--- src/rtl/demux_1x2_stream_if.sv ---
// Bus bundle for the 1-to-2 stream demultiplexer.
// Carries the producer side (i_data, s, i_valid, i_ready), the two consumer
// channels (outN_data, outN_valid, outN_ready) and the per-channel counters.
// master : producer/consumer environment driving the block
// slave  : the demultiplexer itself
interface demux_1x2_stream_if #(
    parameter int unsigned WIDTH = 8,
    parameter int unsigned CNT_W = 16
);
    logic [WIDTH-1:0] i_data;
    logic             s;
    logic             i_valid;
    logic             i_ready;
    logic [WIDTH-1:0] out1_data;
    logic             out1_valid;
    logic             out1_ready;
    logic [WIDTH-1:0] out2_data;
    logic             out2_valid;
    logic             out2_ready;
    logic [CNT_W-1:0] cnt1;
    logic [CNT_W-1:0] cnt2;

    modport master (
        output i_data, s, i_valid, out1_ready, out2_ready,
        input  i_ready, out1_data, out1_valid, out2_data, out2_valid, cnt1, cnt2
    );

    modport slave (
        input  i_data, s, i_valid, out1_ready, out2_ready,
        output i_ready, out1_data, out1_valid, out2_data, out2_valid, cnt1, cnt2
    );
endinterface

--- src/rtl/demux_1x2_stream.sv ---
// Registered, flow-controlled 1-to-2 stream demultiplexer.
// Each accepted word goes to the 2-entry FWFT FIFO picked by s; each channel
// keeps a saturating count of words accepted for it.
// Ports:
//   clk  : rising-edge clock
//   rst  : synchronous active-high reset
//   bus  : slave side of demux_1x2_stream_if (input stream, two output
//          streams, cnt1/cnt2). i_ready is the only combinational output.
module demux_1x2_stream #(
    parameter int unsigned WIDTH = 8,
    parameter int unsigned CNT_W = 16
) (
    input  logic                   clk,
    input  logic                   rst,
    demux_1x2_stream_if.slave      bus
);

    localparam int unsigned NCH = 2;

    typedef enum logic [1:0] {
        EMPTY = 2'd0,
        ONE   = 2'd1,
        FULL  = 2'd2
    } occ_t;

    occ_t             occ      [NCH];
    occ_t             occ_nxt  [NCH];
    logic [WIDTH-1:0] head     [NCH];
    logic [WIDTH-1:0] head_nxt [NCH];
    logic [WIDTH-1:0] tail     [NCH];
    logic [WIDTH-1:0] tail_nxt [NCH];
    logic [CNT_W-1:0] cnt      [NCH];
    logic [CNT_W-1:0] cnt_nxt  [NCH];
    logic             valid    [NCH];
    logic             push     [NCH];
    logic             pop      [NCH];
    logic             oready   [NCH];
    logic             accept;

    assign oready[0] = bus.out1_ready;
    assign oready[1] = bus.out2_ready;

    // No full-bypass: a FULL channel refuses words even when it pops this cycle.
    assign bus.i_ready = ~rst & (bus.s ? (occ[1] != FULL) : (occ[0] != FULL));
    assign accept      = bus.i_valid & bus.i_ready;

    // Per-channel occupancy / storage / counter next-state.
    always_comb begin
        for (int c = 0; c < int'(NCH); c++) begin
            push[c]     = accept & (bus.s == 1'(c));
            pop[c]      = valid[c] & oready[c];
            occ_nxt[c]  = occ[c];
            head_nxt[c] = head[c];
            tail_nxt[c] = tail[c];
            cnt_nxt[c]  = cnt[c];

            case (occ[c])
                EMPTY: begin
                    if (push[c]) begin
                        head_nxt[c] = bus.i_data;
                        occ_nxt[c]  = ONE;
                    end
                end
                ONE: begin
                    if (push[c] && pop[c]) begin
                        head_nxt[c] = bus.i_data;
                    end else if (push[c]) begin
                        tail_nxt[c] = bus.i_data;
                        occ_nxt[c]  = FULL;
                    end else if (pop[c]) begin
                        // Empty head reads as zero.
                        head_nxt[c] = '0;
                        occ_nxt[c]  = EMPTY;
                    end
                end
                FULL: begin
                    if (pop[c]) begin
                        head_nxt[c] = tail[c];
                        tail_nxt[c] = '0;
                        occ_nxt[c]  = ONE;
                    end
                end
                default: begin
                    occ_nxt[c]  = EMPTY;
                    head_nxt[c] = '0;
                    tail_nxt[c] = '0;
                end
            endcase

            if (push[c] && (cnt[c] != {CNT_W{1'b1}})) begin
                cnt_nxt[c] = cnt[c] + CNT_W'(1);
            end
        end
    end

    // State registers; reset discards buffered words and clears counters.
    always_ff @(posedge clk) begin
        for (int c = 0; c < int'(NCH); c++) begin
            if (rst) begin
                occ[c]   <= EMPTY;
                head[c]  <= '0;
                tail[c]  <= '0;
                cnt[c]   <= '0;
                valid[c] <= 1'b0;
            end else begin
                occ[c]   <= occ_nxt[c];
                head[c]  <= head_nxt[c];
                tail[c]  <= tail_nxt[c];
                cnt[c]   <= cnt_nxt[c];
                valid[c] <= (occ_nxt[c] != EMPTY);
            end
        end
    end

    assign bus.out1_data  = head[0];
    assign bus.out1_valid = valid[0];
    assign bus.out2_data  = head[1];
    assign bus.out2_valid = valid[1];
    assign bus.cnt1       = cnt[0];
    assign bus.cnt2       = cnt[1];

endmodule

--- src/flat_wrapper.sv ---
// flat-port wrapper written by rule: the top's interface ports become plain ports
module demux_1x2_stream_flat 
#(
    parameter int unsigned WIDTH = 8,
    parameter int unsigned CNT_W = 16
)
  (clk, rst, bus_i_data, bus_s, bus_i_valid, bus_out1_ready, bus_out2_ready, bus_i_ready, bus_out1_data, bus_out1_valid, bus_out2_data, bus_out2_valid, bus_cnt1, bus_cnt2);
  demux_1x2_stream_if #(.WIDTH(WIDTH), .CNT_W(CNT_W)) bus_i ();
  input  logic clk;
  input  logic rst;
  input wire logic [$bits(bus_i.i_data)-1:0] bus_i_data;
  input wire logic [$bits(bus_i.s)-1:0] bus_s;
  input wire logic [$bits(bus_i.i_valid)-1:0] bus_i_valid;
  input wire logic [$bits(bus_i.out1_ready)-1:0] bus_out1_ready;
  input wire logic [$bits(bus_i.out2_ready)-1:0] bus_out2_ready;
  output wire logic [$bits(bus_i.i_ready)-1:0] bus_i_ready;
  output wire logic [$bits(bus_i.out1_data)-1:0] bus_out1_data;
  output wire logic [$bits(bus_i.out1_valid)-1:0] bus_out1_valid;
  output wire logic [$bits(bus_i.out2_data)-1:0] bus_out2_data;
  output wire logic [$bits(bus_i.out2_valid)-1:0] bus_out2_valid;
  output wire logic [$bits(bus_i.cnt1)-1:0] bus_cnt1;
  output wire logic [$bits(bus_i.cnt2)-1:0] bus_cnt2;
  assign bus_i.i_data = bus_i_data;
  assign bus_i.s = bus_s;
  assign bus_i.i_valid = bus_i_valid;
  assign bus_i.out1_ready = bus_out1_ready;
  assign bus_i.out2_ready = bus_out2_ready;
  assign bus_i_ready = bus_i.i_ready;
  assign bus_out1_data = bus_i.out1_data;
  assign bus_out1_valid = bus_i.out1_valid;
  assign bus_out2_data = bus_i.out2_data;
  assign bus_out2_valid = bus_i.out2_valid;
  assign bus_cnt1 = bus_i.cnt1;
  assign bus_cnt2 = bus_i.cnt2;
  demux_1x2_stream #(.WIDTH(WIDTH), .CNT_W(CNT_W)) u_core (.clk(clk), .rst(rst), .bus(bus_i));
endmodule
--- config.mk ---
export PLATFORM = sky130hd
export DESIGN_NAME = demux_1x2_stream_flat
export DESIGN_NICKNAME = d
export VERILOG_FILES = /design/src/rtl/demux_1x2_stream_if.sv /design/src/rtl/demux_1x2_stream.sv /design/src/flat_wrapper.sv
export SDC_FILE = /design/constraint.sdc
export NUM_CORES = 1
export LEC_CHECK = 0
export CORE_UTILIZATION = 55
export CTS_CLUSTER_DIAMETER = 150
export CTS_CLUSTER_SIZE = 40
export DETAILED_ROUTE_END_ITERATION = 10
export PLACE_DENSITY_LB_ADDON = 0.2
export SYNTH_ARGS = -nofsm -noshare
export SYNTH_HDL_FRONTEND = slang
export SYNTH_SLANG_ARGS = --single-unit
export TNS_END_PERCENT = 30
--- constraint.sdc ---
create_clock -name clk -period 5.99 [get_ports clk]
set_clock_uncertainty 0.2 [all_clocks]
set_input_delay 0.599 -clock clk [delete_from_list [all_inputs] [get_ports clk]]
set_output_delay 0.599 -clock clk [all_outputs]
set_load 0.005 [all_outputs]
# Yosys cells after proc, flatten, opt, wreduce, memory -nomap -nowiden
# Memory sizes are Yosys's and may differ from the RTL's.
# Index checks and enable logic that the tools add are counted.
# totals
mem_count	5
out_inout_bits	51
ramBits	70
word_cells	89
input_bits	14
register_bits	0
# classes
add_sub_neg	2
n_eq_ne	8
n_reduce_logical	8
muxes	48
bitwise	18
# memory_table
memory	words	word_bits	read_ports	rd_clocked_by_memory_dff	wr	line	text
u_core.cnt	2	16	2	0	2	demux_1x2_stream.sv:32	logic [CNT_W-1:0] cnt [NCH];
u_core.head	2	8	2	0	2	demux_1x2_stream.sv:28	logic [WIDTH-1:0] head [NCH];
u_core.tail	2	8	2	0	2	demux_1x2_stream.sv:30	logic [WIDTH-1:0] tail [NCH];
u_core.occ	2	2	2	0	2	demux_1x2_stream.sv:26	occ_t occ [NCH];
u_core.valid	2	1	2	0	2	demux_1x2_stream.sv:34	logic valid [NCH];
# ops
cell	count
two-way mux 8 bit	20
case mux 8 bit (3 select lines)	4
two-way mux 16 bit	4
adder 16 x 1 -> 16 bit (second input constant)	2
inequality test 16 bit (second input constant)	2
two-way mux 2 bit	12
case mux 2 bit (3 select lines)	2
OR 1 bit	10
bitwise AND 1 bit	6
two-way mux 1 bit	6
equality test 2 x 1 -> 1 bit (second input constant)	2
equality test 2 bit (second input constant)	2
logical AND 1 bit	4
zero test 2 bit	2
inequality test 2 bit (second input constant)	2
nonzero test 2 bit	2
NOT 1 bit	2

# Longest topological paths before layout
# logic_depth
ltp_word	10
depth_mapped	7
depth_no_buf	6

# Worst setup path before layout
# No wires, ideal clock.
# synth_timing
path_kind	input to output
startpoint	in rst
endpoint	out bus_i_ready
arrival_time_ps	1413
required_time_ps	5191
setup_slack_ps	3778
path_stages	4
path_buffers	3
path_cell_list	buf_2 buf_1 clkbuf_1 a211oi_1
# synth_between
elab_chain_cells	2
# synth_rtl
item	line	text
start: declaration	flat_wrapper.sv:10	input logic rst;
NOT 1 bit	demux_1x2_stream.sv:44	assign bus.i_ready = ~rst & (bus.s ? (occ[1] != FULL) : (occ[0] != FULL));
bitwise AND 1 bit	demux_1x2_stream.sv:44	
end: declaration	flat_wrapper.sv:16	output wire logic [$bits(bus_i.i_ready)-1:0] bus_i_ready;
# No other way between the ends.

# Worst setup path after layout
# layout_timing
startpoint	in bus_s
endpoint	out bus_i_ready
# layout_between
elab_chain_cells	2
# layout_rtl
item	line	text
start: declaration	flat_wrapper.sv:12	input wire logic [$bits(bus_i.s)-1:0] bus_s;
two-way mux 1 bit	demux_1x2_stream.sv:44	
bitwise AND 1 bit	demux_1x2_stream.sv:44	
# No other way between the ends.

==> impl_metrics.yaml <==
setup_path:
  reg2reg_depth: 5
  cp.arrival_ps: 2360
  start_kind: "input pin"
  cp.required_ps: 5190
  setup.worst_path.class: "input pin to output port"
  critical_path.endpoint_type: "output port"
  cp_max_fo: 10
clock_network:
  cts.clk_slew.worst_paths_ps: 70
  post_cts_buffers: 0
  tritoncts: "built"
  holdBufCountCts: 0
  clkSinkCount: 70
  clk_path_buf_depth: 2
  clk_latency_ps: 350
  cts-root-buf: "clkbuf_8"
  cts_resized: 0
  cts.htree.levels: 3
  numCtsBuffers: 9
logic_synthesis:
  ys_async_sr_fraction_pct: 0
  synth-simple-area-share_pct: 25.1
  ys_seq_area_share_pct: 41.4
  avgSynthCellArea_um2: 8.72
  synth-compound-area-share_pct: 19.9
  postSynthCellCount: 388
  synthTopCellsByArea: "dfxtp_1 (41%), nor2_1 (6.9%), mux2i_1 (5.0%), a22oi_1 (3.6%), nand3_1 (3.3%)"
  ys_ff_latch: 70
  syn-num-nets: 404
  synthMuxAreaShare_pct: 5.70
  synth_top_area_share_pct: 41.4
  ys_types: 54
  synth_ff_type: "dfxtp_1"
  synth_edf_count: 0
  ys_warn_count: 0
  synthAdderAreaFrac_pct: 0.740
  netlist.top_cell.by_area: "dfxtp_1"
  synthesis.area_mm2: 0.00338
  synthXorXnorAreaFrac_pct: 3.88
  synth_top_family_by_area: "simple AND/OR/NAND/NOR gates"
placed_design:
  hpwl_um: 5520
  gp_congestion: 0.839
  placed_area_mm2: 0.00405
  io_buffers: 64
  placedCellCount: 513
sta:
  slew_headroom_pct: 46.7
  rsz0062_at_grt: "false"
  setup_viol_count_final: 0
  hold_viol: 0
  tightest_slew_ps: 799
  fin_crit_ps: 3160
  finalSetupTns_ps: 0
  hold_slack_ps: 274
  maxSlewViolCount: 0
  min_period_over_period_pct: 52.8
  clock.fmax_ghz: 0.316
finish:
  finalNonFillerCells: 529
  stdcell_area_mm2: 0.00425
  fillerInstances: 485
  layout.nets: 465
  n_antenna_cell: 0
  drive_above_1_share_pct: 5.95
  areaGrowthSynthToFinish_pct: 25.7
pwr:
  power_uw: 963
  power_density_mw_per_mm2: 226
  peakVddDrop_v: 0.000137
  total_leakage_power_uw: 0.00146
min_path:
  hold_class: "flop to flop"
  hold_path_depth: 1
route:
  firstDrtPassIters: 5
  drtIter0Drc: 165
  via_per_inst: 6.02
  wire_per_inst_um: 14.8
  drt_wl_total_um: 7830
  vias: 3183
  drc: 0
  drtAntennaViolNets: 0
floorplanning:
  boundaryPins: 65
  dieArea_mm2: 0.00647
  core_area_mm2: 0.00592
  dieWidth_um: 80.4
  start_util_pct: 57.1
  die_height_um: 80.4
  rows: 28
job:
  maxCapViolations: 0
global_routing:
  grt_use_total_pct: 25.6
  grt_first_pass_wirelength_um: 12900
  grt_max_degree: 45
  antenna_found_initial: 0
  first_global_vias: 2809
  gr-total-overflow: 0
outcome:
  outcome: "complete, no violations"
## sequential cells by signal, indices dropped and copies added, names as in the netlist
signal        count
u_core.cnt       32
u_core.head      16
u_core.tail      16
u_core.occ        4
u_core.valid      2
## critical path, stage by stage
cell,delay [ps]
clkdlybuf4s50_1,730
nor2_1,160
a211oi_1,310
clkdlybuf4s50_1,560
## cell type report
| class | instances | area, um^2 | area share (%) |
|---|---|---|---|
| timing repair buffer | 65 | 643 | 15.1 |
| inverter | 12 | 45.0 | 1.06 |
| sequential | 70 | 1400 | 33.0 |
| multi-input combinational | 291 | 1870 | 44.0 |
| tap | 75 | 93.8 | 2.21 |
| clock inverter | 6 | 61.3 | 1.44 |
| clock buffer | 10 | 138 | 3.24 |
## power by group
part	internal, uW	leakage, uW	switching [uW]
combinational	43.6	0.000794	46.3
clock	202	0.000102	182
sequential	476	0.000566	12.5
## cells in the final DEF, fill, tap and decap left out, drive strengths merged, types with 6 or more instances in the layout
master / n
inv: 12
a22oi: 16
nor3: 17
nor2: 62
clkdlybuf4s50: 63
nand2: 18
or3: 6
o21ai: 8
xnor2: 12
mux2i: 17
nand3: 22
o2bb2ai: 10
nor2b: 7
dfxtp: 70
a21oi: 20
clkbuf: 10
## Yosys cell counts, types with 6 or more instances
cell type	instances
nand3_1	22
xnor2_1	12
dfxtp_1	70
clkbuf_1	7
inv_1	12
nor2_1	62
nor2b_1	7
mux2i_1	17
nor3_1	17
o2bb2ai_1	10
or3_1	6
o21ai_0	8
nand2_1	18
a22oi_1	16
a21oi_1	19
## final timing paths
check	start	to	slack, ps
worst min register to register	u_core.head[0][4]	u_core.head[0][4]	270
worst min-delay path	u_core.head[0][4]	u_core.head[0][4]	270
worst max-delay path	bus_s	bus_i_ready	2830
worst max register to register	u_core.occ[0][0]	u_core.head[0][5]	3740
## cell families after synthesis
| kind of cell | Yosys count |
|---|---|
| buffers and inverters | 27 |
| AO/OA/AOI/OAI | 89 |
| multiplexers | 19 |
| flip-flops | 70 |
| AND/OR/NAND/NOR | 166 |
| adder cells (fa/ha/maj) | 2 |
| XOR/XNOR | 15 |
## metrics by stage
step,worst slack (ps),util (%)
finish,2830,71.8
global route,2700,71.8
CTS,2790,71.8
detailed placement,2800,68.5
global placement,2840,68.5
floorplan,3780,-
## routing by layer
metal	global-route usage [%]	part of all wire [%]	wire (um)	vias up
li1	-	-	-	1559
met1	32.4	45	3490	1508
met2	42.5	48	3790	101
met3	5.80	5.6	438	15
met4	8.93	1.4	112	0
met5	0	0	0	-
No activity file was read; power rests on OpenSTA's default activity.
